[src/rtl/tft_rect_fillmod_if.sv]
// Request and call-bus signals of the rectangle-fill sequencer.
// master: the fill engine; slave: the requester plus the TFT function module.
interface tft_rect_fillmod_if;
   logic        start;
   logic [7:0]  x;
   logic [8:0]  y;
   logic [7:0]  w;
   logic [8:0]  h;
   logic [15:0] color;
   logic        busy;
   logic        done;
   logic        err;
   logic [2:0]  call;
   logic        call_done;
   logic [7:0]  addr;
   logic [15:0] data;

   modport master (
      input  start, x, y, w, h, color, call_done,
      output busy, done, err, call, addr, data
   );

   modport slave (
      output start, x, y, w, h, color, call_done,
      input  busy, done, err, call, addr, data
   );
endinterface

[src/rtl/tft_rect_fillmod.sv]
// Rectangle-fill sequencer: programs the GRAM window and cursor, then streams w*h pixels.
// Optional TFT_RECT_RESTORE_WINDOW_EN restores the full-screen window after the fill.
//
// state   | meaning
// IDLE    | waiting for start
// CHECK   | bounds check, latch pixel count
// HWIN    | write 0x44 horizontal window
// VSA     | write 0x45 vertical start
// VEA     | write 0x46 vertical end
// CURX    | write 0x4E cursor x
// CURY    | write 0x4F cursor y
// GRAM    | command 0x22
// PIX     | data write of fill colour, repeated w*h times
// RHWIN   | restore 0x44 full width
// RVSA    | restore 0x45 top
// RVEA    | restore 0x46 bottom
// DONE    | completion pulse
module tft_rect_fillmod #(
   parameter int H_RES = 240,
   parameter int V_RES = 320
) (
   input logic CLOCK,
   input logic RESET,
   tft_rect_fillmod_if.master bus
);

   localparam logic [9:0]  H_LIM      = 10'(H_RES);
   localparam logic [9:0]  V_LIM      = 10'(V_RES);
   localparam logic [15:0] WIN_H_FULL = {8'(H_RES - 1), 8'd0};
   localparam logic [15:0] WIN_V_END  = 16'(V_RES - 1);

   typedef enum logic [3:0] {
      S_IDLE, S_CHECK, S_HWIN, S_VSA, S_VEA, S_CURX, S_CURY,
      S_GRAM, S_PIX, S_RHWIN, S_RVSA, S_RVEA, S_DONE
   } state_t;

   state_t      state, state_nx, call_next;
   logic        active, active_nx;
   logic [7:0]  x_q, w_q;
   logic [8:0]  y_q, h_q;
   logic [15:0] color_q;
   logic [16:0] last_q, pix_q;
   logic        err_q;

   logic [7:0]  xe;
   logic [8:0]  ye;
   logic [9:0]  x_sum, y_sum;
   logic [16:0] area;
   logic        reject;
   logic [2:0]  sel_call;
   logic [7:0]  sel_addr;
   logic [15:0] sel_data;

   assign xe     = x_q + w_q - 8'd1;
   assign ye     = y_q + h_q - 9'd1;
   assign x_sum  = {2'b00, x_q} + {2'b00, w_q};
   assign y_sum  = {1'b0, y_q} + {1'b0, h_q};
   assign reject = (w_q == 8'd0) || (h_q == 9'd0) || (x_sum > H_LIM) || (y_sum > V_LIM);
   assign area   = {9'd0, w_q} * {8'd0, h_q};

   always_ff @(posedge CLOCK or negedge RESET) begin
      if (!RESET) begin
         state  <= S_IDLE;
         active <= 1'b0;
      end else begin
         state  <= state_nx;
         active <= active_nx;
      end
   end

   // Every call state spends one cycle with active low, which forms the gap between calls.
   always_comb begin
      state_nx  = state;
      active_nx = active;
      sel_call  = 3'b000;
      sel_addr  = 8'h00;
      sel_data  = 16'h0000;
      call_next = S_DONE;
      case (state)
         S_HWIN:  begin sel_call = 3'b100; sel_addr = 8'h44; sel_data = {xe, x_q};       call_next = S_VSA;  end
         S_VSA:   begin sel_call = 3'b100; sel_addr = 8'h45; sel_data = {7'd0, y_q};     call_next = S_VEA;  end
         S_VEA:   begin sel_call = 3'b100; sel_addr = 8'h46; sel_data = {7'd0, ye};      call_next = S_CURX; end
         S_CURX:  begin sel_call = 3'b100; sel_addr = 8'h4E; sel_data = {8'd0, x_q};     call_next = S_CURY; end
         S_CURY:  begin sel_call = 3'b100; sel_addr = 8'h4F; sel_data = {7'd0, y_q};     call_next = S_GRAM; end
         S_GRAM:  begin sel_call = 3'b010; sel_addr = 8'h22;                             call_next = S_PIX;  end
         S_PIX: begin
            sel_call = 3'b001;
            sel_data = color_q;
            if (pix_q == last_q) begin
`ifdef TFT_RECT_RESTORE_WINDOW_EN
               call_next = S_RHWIN;
`else
               call_next = S_DONE;
`endif
            end else begin
               call_next = S_PIX;
            end
         end
         S_RHWIN: begin sel_call = 3'b100; sel_addr = 8'h44; sel_data = WIN_H_FULL; call_next = S_RVSA; end
         S_RVSA:  begin sel_call = 3'b100; sel_addr = 8'h45; sel_data = 16'h0000;   call_next = S_RVEA; end
         S_RVEA:  begin sel_call = 3'b100; sel_addr = 8'h46; sel_data = WIN_V_END;  call_next = S_DONE; end
         default: ;
      endcase

      case (state)
         S_IDLE:  if (bus.start) state_nx = S_CHECK;
         S_CHECK: state_nx = reject ? S_DONE : S_HWIN;
         S_DONE:  state_nx = S_IDLE;
         default: begin
            if (!active) begin
               active_nx = 1'b1;
            end else if (bus.call_done) begin
               active_nx = 1'b0;
               state_nx  = call_next;
            end
         end
      endcase
   end

   always_ff @(posedge CLOCK or negedge RESET) begin
      if (!RESET) begin
         x_q     <= '0;
         y_q     <= '0;
         w_q     <= '0;
         h_q     <= '0;
         color_q <= '0;
         last_q  <= '0;
         pix_q   <= '0;
         err_q   <= 1'b0;
      end else begin
         if (state == S_IDLE && bus.start) begin
            x_q     <= bus.x;
            y_q     <= bus.y;
            w_q     <= bus.w;
            h_q     <= bus.h;
            color_q <= bus.color;
         end
         if (state == S_CHECK) begin
            err_q  <= reject;
            last_q <= area - 17'd1;
            pix_q  <= '0;
         end
         if (state == S_PIX && active && bus.call_done)
            pix_q <= pix_q + 17'd1;
      end
   end

   assign bus.call = active ? sel_call : 3'b000;
   assign bus.addr = active ? sel_addr : 8'h00;
   assign bus.data = active ? sel_data : 16'h0000;
   assign bus.busy = (state != S_IDLE) && (state != S_DONE);
   assign bus.done = (state == S_DONE);
   assign bus.err  = (state == S_DONE) && err_q;

endmodule

[src/flat_wrapper.sv]
// flat-port wrapper written by rule: the top's interface ports become plain ports
module tft_rect_fillmod_flat 
#(
   parameter int H_RES = 240,
   parameter int V_RES = 320
)
  (CLOCK, RESET, bus_start, bus_x, bus_y, bus_w, bus_h, bus_color, bus_call_done, bus_busy, bus_done, bus_err, bus_call, bus_addr, bus_data);
  tft_rect_fillmod_if bus_i ();
  input logic CLOCK;
  input logic RESET;
  input wire logic [$bits(bus_i.start)-1:0] bus_start;
  input wire logic [$bits(bus_i.x)-1:0] bus_x;
  input wire logic [$bits(bus_i.y)-1:0] bus_y;
  input wire logic [$bits(bus_i.w)-1:0] bus_w;
  input wire logic [$bits(bus_i.h)-1:0] bus_h;
  input wire logic [$bits(bus_i.color)-1:0] bus_color;
  input wire logic [$bits(bus_i.call_done)-1:0] bus_call_done;
  output wire logic [$bits(bus_i.busy)-1:0] bus_busy;
  output wire logic [$bits(bus_i.done)-1:0] bus_done;
  output wire logic [$bits(bus_i.err)-1:0] bus_err;
  output wire logic [$bits(bus_i.call)-1:0] bus_call;
  output wire logic [$bits(bus_i.addr)-1:0] bus_addr;
  output wire logic [$bits(bus_i.data)-1:0] bus_data;
  assign bus_i.start = bus_start;
  assign bus_i.x = bus_x;
  assign bus_i.y = bus_y;
  assign bus_i.w = bus_w;
  assign bus_i.h = bus_h;
  assign bus_i.color = bus_color;
  assign bus_i.call_done = bus_call_done;
  assign bus_busy = bus_i.busy;
  assign bus_done = bus_i.done;
  assign bus_err = bus_i.err;
  assign bus_call = bus_i.call;
  assign bus_addr = bus_i.addr;
  assign bus_data = bus_i.data;
  tft_rect_fillmod #(.H_RES(H_RES), .V_RES(V_RES)) u_core (.CLOCK(CLOCK), .RESET(RESET), .bus(bus_i));
endmodule
[config.mk]
export PLATFORM = sky130hd
export DESIGN_NAME = tft_rect_fillmod_flat
export DESIGN_NICKNAME = d
export VERILOG_FILES = /design/src/rtl/tft_rect_fillmod_if.sv /design/src/rtl/tft_rect_fillmod.sv /design/src/flat_wrapper.sv
export SDC_FILE = /design/constraint.sdc
export NUM_CORES = 1
export LEC_CHECK = 0
export CAP_MARGIN = 15
export CORE_MARGIN = 2
export CORE_UTILIZATION = 30
export DETAILED_ROUTE_END_ITERATION = 16
export PLACE_DENSITY = 0.6
export SETUP_SLACK_MARGIN = 0.02
export SYNTH_ARGS = -nofsm -noshare
export SYNTH_HDL_FRONTEND = slang
export SYNTH_SLANG_ARGS = --single-unit
export TNS_END_PERCENT = 20
[constraint.sdc]
create_clock -name CLOCK -period 4.5 [get_ports CLOCK]
set_input_delay 0.45 -clock CLOCK [delete_from_list [all_inputs] [get_ports CLOCK]]
set_output_delay 0.45 -clock CLOCK [all_outputs]
set_load 0.02 [all_outputs]
==> results of run 1 <==
-- path summary, 6_finish.rpt --
| kind | to | slack [ns] |
|---|---|---|
| min | u_core.state[0] | 0.1 |
| max in group asynchronous | u_core.h_q[4] | 3.32 |
| min in group CLOCK | u_core.err_q | 0.48 |
| max | u_core.last_q[16] | 0.11 |
| min reg2reg | u_core.err_q | 0.48 |
| max reg2reg | u_core.last_q[16] | 0.11 |
-- layout make-up --
type	count	share of cell area, %
clock buffers	9	2.13
clock inverters	7	0.768
inverters	140	5.03
multi-input cells	689	54.2
flip-flops and latches	90	21.4
well taps	378	4.47
repair buffers	139	12.0
-- routing by layer --
metal  vias to the layer above  global-route usage, %  wire (um)
met5                         -                      0          0
met4                         0                   3.32        222
met3                        18                   3.00       1250
met2                       168                   23.4      10200
met1                      3488                   23.1      11100
li1                       3420                      -          -
-- worst register-to-register path, delay by kind of cell, from the launching register on --
kind,cells,cell delay [ns]
xor gates and xnor gates,1,0.14
DFF,1,0.46
and+or+nand+nor,2,0.17
adders and majority gates,5,2.20
AOI/OAI and AO/OA,5,1.14
buffers and inverters,3,0.15
-- power by group through the flow --
stage | clock network, W | registers, W | logic [W]
after floorplan | 0 | 0.000855 | 0.0000438
after global placement | 0 | 0.000862 | 0.000120
after detailed placement | 0 | 0.000862 | 0.000120
after CTS | 0.000820 | 0.000846 | 0.000121
after global routing | 0.000858 | 0.000849 | 0.000131
final | 0.000801 | 0.000846 | 0.000118
-- registers in the layout (all words and copies together), names as in the netlist --
signal          flops
u_core.pix_q       17
u_core.y_q          9
u_core.w_q          8
u_core.color_q     16
u_core.last_q      17
u_core.err_q        1
u_core.active       1
u_core.state        4
u_core.x_q          8
u_core.h_q          9
-- through the flow --
step	utilization (%)	hold WS [ns]
global route	38.0	0.138
CTS	37.1	0.121
floorplan	-	0.154
detailed placement	35.8	0.473
global placement	35.8	0.465
finish	38.0	0.0955
-- logic make-up after synthesis --
family / count (synthesis)
AND/OR/NAND/NOR: 279
buffers and inverters: 179
AO/OA/AOI/OAI: 157
adder cells (fa/ha/maj): 138
flip-flops: 90
multiplexers: 58
XOR/XNOR: 55
other: 1
-- cell usage in the layout, fill, tap and decap left out, types with 5 or more instances in the layout --
| master | count |
|---|---|
| buf_6 | 7 |
| inv_2 | 11 |
| ha_4 | 5 |
| a222oi_1 | 5 |
| nand2b_1 | 7 |
| dfrtp_1 | 81 |
| nor2_1 | 79 |
| and2_1 | 7 |
| and3_1 | 8 |
| xnor2_1 | 27 |
| nand3_1 | 24 |
| inv_1 | 127 |
| nor3_1 | 17 |
| mux2i_1 | 5 |
| fa_1 | 48 |
| o21bai_1 | 8 |
| clkbuf_16 | 9 |
| nand2_2 | 8 |
| o21a_1 | 8 |
| xor2_1 | 28 |
| ha_1 | 79 |
| a21o_1 | 8 |
| nor4_1 | 8 |
| mux2_2 | 53 |
| nor2_2 | 7 |
| clkdlybuf4s50_1 | 80 |
| dfrtp_2 | 9 |
| o21ai_0 | 38 |
| a21oi_1 | 29 |
| nand2_1 | 94 |
| a221oi_1 | 7 |
| nor2b_1 | 7 |
| buf_4 | 52 |
-- timing repair --
action / CTS / global route
buffers inserted: 5 / 10
endpoints found under the setup margin: 5 / 7
pin swaps: 5 / 29
hold buffers: 0 / 0
resized for setup: 13 / 50
==> results.cfg, run 1 <==
[finish]
multi_input_area_um2 = 5740
syn_to_final_growth_pct = 24.4
fin_area_um2 = 10600
num-fill-cells = 2788
num-nets-final = 1261
drive_gt1_share_pct = 17.4
antennaDiodeCount = 0
area.sequential_um2 = 2260
stdcell_count = 1452

[worst_setup_path]
path_max_fanout = 7
cpPeakStageDelay_ns = 0.53
crit_top_cell = fa_1
cp_top_family = adder cells
rr_worst_depth = 16
critPathBufInv = 3
worstSetupStartpointType = register
critPathArrivalTime_ns = 4.62
worstSetupPathType = register to register
crit_cells = 16
worstReg2RegStart = u_core.w_q[0]
cp_slowest_cell = fa_1
end_kind = register
crit_chain = nand2_2 -> fa_1 -> inv_1 -> fa_1 -> fa_1 -> inv_1 -> fa_1 -> inv_2 -> ha_4 -> a211oi_2 -> nor2_2 -> o41ai_4 -> o211ai_1 -> a31oi_1 -> xnor2_1 -> o21ai_1
critPathRequiredTime_ns = 4.73
setup.worst_path.start = u_core.w_q[0]

[synthesis]
synthArstFlopShare_pct = 100
yosys_warnings = 0
synth.area.top_cells = dfrtp_1 26%, ha_1 13%, fa_1 12%
synth_edf_count = 0
muxShareOfSynthArea_pct = 7.60
ys_seq_area_share_pct = 26.5
synth_top_area_share_pct = 26.5
synth.distinct_cells = 63
synth_ff_type = dfrtp_1
synth_top_area_cell = dfrtp_1
synthAdderAreaFrac_pct = 24.8
synth-compound-area-share_pct = 12.8
netlist_area_um2 = 8510
yosys_register_bits = 90
synth_top_family_by_area = adder cells
syn_avg_cell_area_um2 = 8.89
synth_commonest_cells = 137 x inv_1, 102 x nand2_1, 90 x dfrtp_1, 87 x ha_1, 87 x nor2_1
yosysMostFrequentCell = inv_1
syn_inst = 957
synth_xor_area_share_pct = 5.66
synthSimpleGateAreaFrac_pct = 14.6

[power]
internal-power_w = 0.00128
pwr-share-seq_pct = 47.9
ir_drop_mv = 0.146
switching_share_pct = 27.5
clkPwrFrac_pct = 45.4
cellPowerDensity_nw_per_um2 = 167
p_leak_nw = 5.03
power.switching_w = 0.000485
total_power_w = 0.00177
p_comb_share_pct = 6.7

[sta]
max_freq_ghz = 0.228
setup_viol = 0
slew_headroom_pct = 39.5
fin_setup_tns_ns = 0
period_needed_ns = 4.39
fin_crit_sh_pct = 97.7
worst_slack_ns = 0.105
tightest_slew_ns = 0.908
rsz0062_at_grt = yes
hold_viol = 0
fin_skew_ns = 0.0144
slew_violations = 0

[drt]
via_per_inst = 4.89
drt_iter0_drc = 539
drc = 0
avgRoutedWirePerCell_um = 15.7
antenna_left = 0
wl_um = 22800
dr_total_vias = 7094
dr.pass1.iters = 7

[floorplanning]
rows = 61
start_util_pct = 30.6
pin_count = 84
fp.dieArea_um2 = 29700
fp.coreArea_um2 = 27900
die_h_um = 172
die_w_um = 172

[place]
dpl.cell_count = 1421
port_buffers = 81
placed_area_um2 = 9960
place_ws_ns = -0.0229
gp_congestion = 0.881
hpwl_um = 18100

[global_routing]
antenna_found_initial = 0
grt_use_total_pct = 15.6
grt_pass1_wl_um = 36100
grt_start_max_net_pins = 51
grt_pass1_vias = 6765
grt_overflow = 0

[clock_tree]
cts_tree = yes
clockRootBuffer = clkbuf_16
clk_latency_ns = 0.36
clockBufferDepth = 2
cts.sinks = 90
htreeDepth = 3
cts-buffers-inserted = 9
cts.reportedPaths.clkPinSlew_ns = 0.09

[outcome]
status = complete, no violations

[flow_run]
maxCapViolCount = 0

[min_path]
hold_path_class = input port to async pin
No activity file was read; power rests on OpenSTA's default activity.
==> run 2, diff against run 1 <==
--- a/config.mk
+++ b/config.mk
@@ -9,6 +9,7 @@
 export CORE_MARGIN = 2
 export CORE_UTILIZATION = 30
 export DETAILED_ROUTE_END_ITERATION = 16
+export HOLD_SLACK_MARGIN = 0.03
 export PLACE_DENSITY = 0.6
 export SETUP_SLACK_MARGIN = 0.02
 export SYNTH_ARGS = -nofsm -noshare
==> results of run 2 <==
Same layout as run 1: the final DEF is identical, and so are final timing and power.
==> run 3, diff against run 2 <==
--- a/config.mk
+++ b/config.mk
@@ -5,7 +5,6 @@
 export SDC_FILE = /design/constraint.sdc
 export NUM_CORES = 1
 export LEC_CHECK = 0
-export CAP_MARGIN = 15
 export CORE_MARGIN = 2
 export CORE_UTILIZATION = 30
 export DETAILED_ROUTE_END_ITERATION = 16
==> results of run 3 <==
Same layout as run 1: the final DEF is identical, and so are final timing and power.
